===== config.mk =====
export PLATFORM = sky130hd
export DESIGN_NAME = shiftreg_piso_flat
export DESIGN_NICKNAME = d
export VERILOG_FILES = /design/src/rtl/shiftreg_piso_if.sv /design/src/rtl/shiftreg_piso.sv /design/src/flat_wrapper.sv
export SDC_FILE = /design/constraint.sdc
export NUM_CORES = 1
export LEC_CHECK = 0
export CORE_MARGIN = 2
export CORE_UTILIZATION = 40
export DETAILED_ROUTE_END_ITERATION = 10
export PLACE_DENSITY = 0.75
export SKIP_CTS_REPAIR_TIMING = 1
export SLEW_MARGIN = 0
export SYNTH_ARGS = -nofsm -noshare
export SYNTH_HDL_FRONTEND = slang
export SYNTH_SLANG_ARGS = --single-unit
export TNS_END_PERCENT = 20

===== constraint.sdc =====
create_clock -name clk -period 1.5 [get_ports clk]
set_clock_uncertainty 0.05 [all_clocks]
set_input_delay 0.3 -clock clk [delete_from_list [all_inputs] [get_ports clk]]
set_output_delay 0.3 -clock clk [all_outputs]
set_load 0.05 [all_outputs]

===== src/rtl/shiftreg_piso_if.sv =====
// Load handshake and serial output bundle for the PISO transmitter.
// master drives words in; slave is the shift register itself.
interface shiftreg_piso_if #(
  parameter int N = 8
);
  logic         load_valid;
  logic         load_ready;
  logic [N-1:0] din;
  logic         sout;
  logic         sout_valid;
  logic         done;

  modport master (
    output load_valid,
    output din,
    input  load_ready,
    input  sout,
    input  sout_valid,
    input  done
  );

  modport slave (
    input  load_valid,
    input  din,
    output load_ready,
    output sout,
    output sout_valid,
    output done
  );
endinterface


===== src/rtl/shiftreg_piso.sv =====
// Parallel-in/serial-out transmitter, LSB first, back-to-back frames.
// Define PISO_PARITY_EN to append an even-parity bit to each frame.
module shiftreg_piso #(
  parameter int N = 8
) (
  input logic            clk,
  input logic            rst_n,
  shiftreg_piso_if.slave bus
);
`ifdef PISO_PARITY_EN
  localparam int F = N + 1;
`else
  localparam int F = N;
`endif
  localparam int CW = $clog2(F + 1);

  typedef enum logic {
    IDLE,
    SHIFT
  } state_e;

  state_e         state_q, state_d;
  logic [F-1:0]   sreg_q, sreg_d;
  logic [CW-1:0]  cnt_q, cnt_d;
  logic           sout_q, sout_d;
  logic           vld_q, vld_d;
  logic           last;
  logic           ready;
  logic           accept;
  logic [F-1:0]   load_word;

  always_comb begin
    last   = (state_q == SHIFT) &&
             (cnt_q == CW'(F - 1));
    ready  = (state_q == IDLE) || last;
    accept = bus.load_valid && ready;
`ifdef PISO_PARITY_EN
    load_word = {^bus.din, bus.din};
`else
    load_word = bus.din;
`endif
  end

  always_comb begin
    state_d = state_q;
    sreg_d  = sreg_q;
    cnt_d   = cnt_q;
    unique case (1'b1)
      accept: begin
        sreg_d  = load_word;
        cnt_d   = '0;
        state_d = SHIFT;
      end
      (state_q == SHIFT) && !accept: begin
        sreg_d = sreg_q >> 1;
        cnt_d  = cnt_q + CW'(1);
        if (last) state_d = IDLE;
      end
      default: ;
    endcase
    // Outputs are registered from next state so sout is glitch-free
    vld_d  = (state_d == SHIFT);
    sout_d = vld_d & sreg_d[0];
  end

  always_ff @(posedge clk or negedge rst_n) begin
    if (!rst_n) begin
      state_q <= IDLE;
      sreg_q  <= '0;
      cnt_q   <= '0;
      sout_q  <= 1'b0;
      vld_q   <= 1'b0;
    end else begin
      state_q <= state_d;
      sreg_q  <= sreg_d;
      cnt_q   <= cnt_d;
      sout_q  <= sout_d;
      vld_q   <= vld_d;
    end
  end

  assign bus.load_ready = ready;
  assign bus.done       = last;
  assign bus.sout       = sout_q;
  assign bus.sout_valid = vld_q;
endmodule


===== src/flat_wrapper.sv =====
// flat-port wrapper written by rule: the top's interface ports become plain ports
module shiftreg_piso_flat 
#(
  parameter int N = 8
)
  (clk, rst_n, bus_load_valid, bus_din, bus_load_ready, bus_sout, bus_sout_valid, bus_done);
  shiftreg_piso_if #(.N(N)) bus_i ();
  input logic clk;
  input logic rst_n;
  input wire logic [$bits(bus_i.load_valid)-1:0] bus_load_valid;
  input wire logic [$bits(bus_i.din)-1:0] bus_din;
  output wire logic [$bits(bus_i.load_ready)-1:0] bus_load_ready;
  output wire logic [$bits(bus_i.sout)-1:0] bus_sout;
  output wire logic [$bits(bus_i.sout_valid)-1:0] bus_sout_valid;
  output wire logic [$bits(bus_i.done)-1:0] bus_done;
  assign bus_i.load_valid = bus_load_valid;
  assign bus_i.din = bus_din;
  assign bus_load_ready = bus_i.load_ready;
  assign bus_sout = bus_i.sout;
  assign bus_sout_valid = bus_i.sout_valid;
  assign bus_done = bus_i.done;
  shiftreg_piso #(.N(N)) u_core (.clk(clk), .rst_n(rst_n), .bus(bus_i));
endmodule

==> results_dict.tcl <==
set metrics [dict create \
    result_of_the_run "complete, but fails checks" \
    violations "setup timing" \
    synth.lib_cells_used.distinct 22 \
    clkLatencyLatePin_ns 0.27 \
    rsz0062_at_grt "yes" \
    totalNegativeSetupSlack_ns -1.042 \
    boundary_pin_count 15 \
    floorplan.die_area_um2 2017 \
    fp-row-count 14 \
    timing.critical_path.from_type "flop" \
    flip_flop_and_latch_count_after_synthesis 13 \
    antenna_violating_nets_post_route 0 \
    timing_worst_setup_path_type "reg -> out" \
    drv_cap 0 \
    final-max-slew-violation-count 0 \
    core-area_um2 1541 \
    drt-initial-drc-count 2 \
    wirelength_um 1318 \
    synth_cells 53 \
    nNetsFinal 93 \
    class_of_the_worst_hold_path "in -> async" \
    setup_ws_ns -0.1604 \
    setup_viol 9 \
    post-route-min-period_ns 1.660 \
    maximum_number_of_pins_on_one_net_before_global_route_repair 13 \
    synthDominantCellAreaShare_pct 48.60 \
    layout.cells.most_common "sky130_fd_sc_hd__dfrtp_1" \
    num_vias 515 \
    grt_antenna_before_repair 0 \
    avgSynthCellArea_um2 12.63 \
    power_density_nw_per_um2 2024 \
    die_h_um 44.91 \
    synth_area_um2 669.4 \
    cts_htree_levels 1 \
    total_cts_buffers 3 \
    worst_setup_path_end_kind "output port" \
    overflow 0 \
    fmax_mhz 602.3 \
    post-dp-hpwl_um 1003 \
    ff2ff_path_depth 5 \
    final_min_period_over_clock_period_pct 110.7 \
    via_per_inst 5.365 \
    first_global_vias 544 \
    floorplan.initialDensity_pct 43.43 \
    p_leak_nw 0.4782 \
    synthesis.yosys.warnings 0 \
    slew_headroom_pct 76.57 \
    critical_path.max_fanout 3 \
    io_buffers 14 \
    layout-area-overhead-vs-synth_pct 49.72 \
    grt_first_pass_wirelength_um 2332 \
    max_stage_delay_ns 0.40 \
    slowest_stage "sky130_fd_sc_hd__dfrtp_1" \
    tightest_slew_ns 0.3506 \
    cts_root_buf "sky130_fd_sc_hd__clkbuf_4" \
    drive_gt1_share_pct 45.00 \
    ys_top_cells_by_area "sky130_fd_sc_hd__dfrtp_1 (49%), sky130_fd_sc_hd__mux2_2 (17%), sky130_fd_sc_hd__buf_6 (3.4%)" \
    clkSinkCount 13 \
    fin_worst_hold_slack_ns 0.2020 \
    cp_cell_sequence "ha_4, nand3b_4, buf_6, nand2_4, buf_12" \
    first_pass_iters 2 \
    layout_common_cells "sky130_fd_sc_hd__dfrtp_1 (12), sky130_fd_sc_hd__mux2_2 (10), sky130_fd_sc_hd__clkdlybuf4s50_1 (10), sky130_fd_sc_hd__buf_4 (10)" \
    drt_drc_violations_left 0 \
    worst_ep_arrival_time_ns 1.31 \
    detail_route.wl_per_cell_um 13.73 \
    cts_buffer_depth 2 \
    antenna_cells 0 \
    synth_top_area_cell "sky130_fd_sc_hd__dfrtp_1" \
    gp_congestion 0.7479 \
    syn_nets 65 \
    required_time_of_the_critical_path_ns 1.15 \
    synth-seq-area-share_pct 48.60 \
    irDropWorstVdd_mv 1.155 \
    grt_use_total_pct 16.75 \
    tritoncts "done" \
    clk_pin_slew_ns 0.08 \
    die_w_um 44.91 \
    hold_viol 0 \
]
-- Yosys cell counts (all sizes together) --
master / count
mux2i: 2
a21boi: 1
nand2b: 1
nand3: 2
nand2: 4
dfrtp: 13
nand3b: 1
ha: 1
nor3b: 1
nor2b: 1
buf: 2
a32o: 1
o21ai: 4
nor2: 1
o22ai: 1
xnor2: 1
a2111oi: 1
inv: 2
a21o: 2
mux2: 11
-- cell type report --
class	count	area (um^2)
clock buffer	4	26.28
fill	125	539.3
inverter	2	7.507
multi-input combinational	36	352.8
sequential	13	329.1
tap	16	20.02
timing repair buffer	25	266.5
-- cells by family (layout without fill, tap and decap cells) --
| group | Yosys count | in the layout | synth area share, % |
|---|---|---|---|
| AOI/OAI and AO/OA | 10 | 10 | 11.96 |
| xor gates and xnor gates | 1 | 1 | 1.309 |
| adders and majority gates | 1 | 1 | 1.869 |
| buffers and inverters | 4 | 31 | 4.485 |
| DFF | 13 | 13 | 48.60 |
| muxes | 13 | 13 | 21.50 |
| and+or+nand+nor | 11 | 11 | 10.28 |
-- power breakdown --
part | total, mW | internal, mW | switching [mW]
registers | 0.636 | 0.499 | 0.137
logic | 1.18 | 0.674 | 0.503
clock network | 0.215 | 0.103 | 0.112
-- worst max-delay path, delay by kind of cell, from the launching register on --
family | cells | cell delay (ns)
buffers and inverters | 2 | 0.26
flip-flops | 1 | 0.40
AND/OR/NAND/NOR | 2 | 0.17
adder cells (fa/ha/maj) | 1 | 0.18
-- per-layer routing --
layer | global-route usage (%) | vias to the layer above | wire, um
li1 | - | 243 | -
met1 | 19.04 | 256 | 548
met2 | 26.67 | 10 | 674
met3 | 6.000 | 6 | 54
met4 | 10.59 | 0 | 40
met5 | 0 | - | 0
-- flip-flops by register name, indices dropped and copies added, names as in the netlist --
register,cells
u_core.sreg_q,7
u_core.cnt_q,4
u_core.bus.sout,1
u_core.bus.sout_valid,1
-- through the flow --
step                utilization [%]  power (mW)  area [um^2]  std cells  worst slack, ns
global route                  65.02       2.169         1002         96          -0.2272
detailed placement            60.80       1.735        937.1         90          -0.1235
floorplan                         -       1.303        695.7         53          -0.2183
global placement              60.80       1.701        937.1         90          -0.1002
CTS                           62.50       1.958        963.4         94          -0.3192
finish                        65.02       2.028         1002         96          -0.1604
-- final timing paths --
kind	startpoint	endpoint	slack, ns
min in group clk	u_core.sreg_q[7]$_DFFE_PN0P_	u_core.sreg_q[7]$_DFFE_PN0P_	0.46
setup reg to reg	u_core.cnt_q[0]$_DFFE_PN0P_	u_core.sreg_q[4]$_DFFE_PN0P_	-0.12
hold reg to reg	u_core.sreg_q[7]$_DFFE_PN0P_	u_core.sreg_q[7]$_DFFE_PN0P_	0.46
hold / removal	rst_n	u_core.bus.sout_valid$_DFF_PN0_	0.20
max in group asynchronous	rst_n	u_core.cnt_q[2]$_DFFE_PN0P_	0.80
setup / recovery	u_core.cnt_q[0]$_DFFE_PN0P_	bus_load_ready	-0.16
Power figures use the tool's default switching activity.
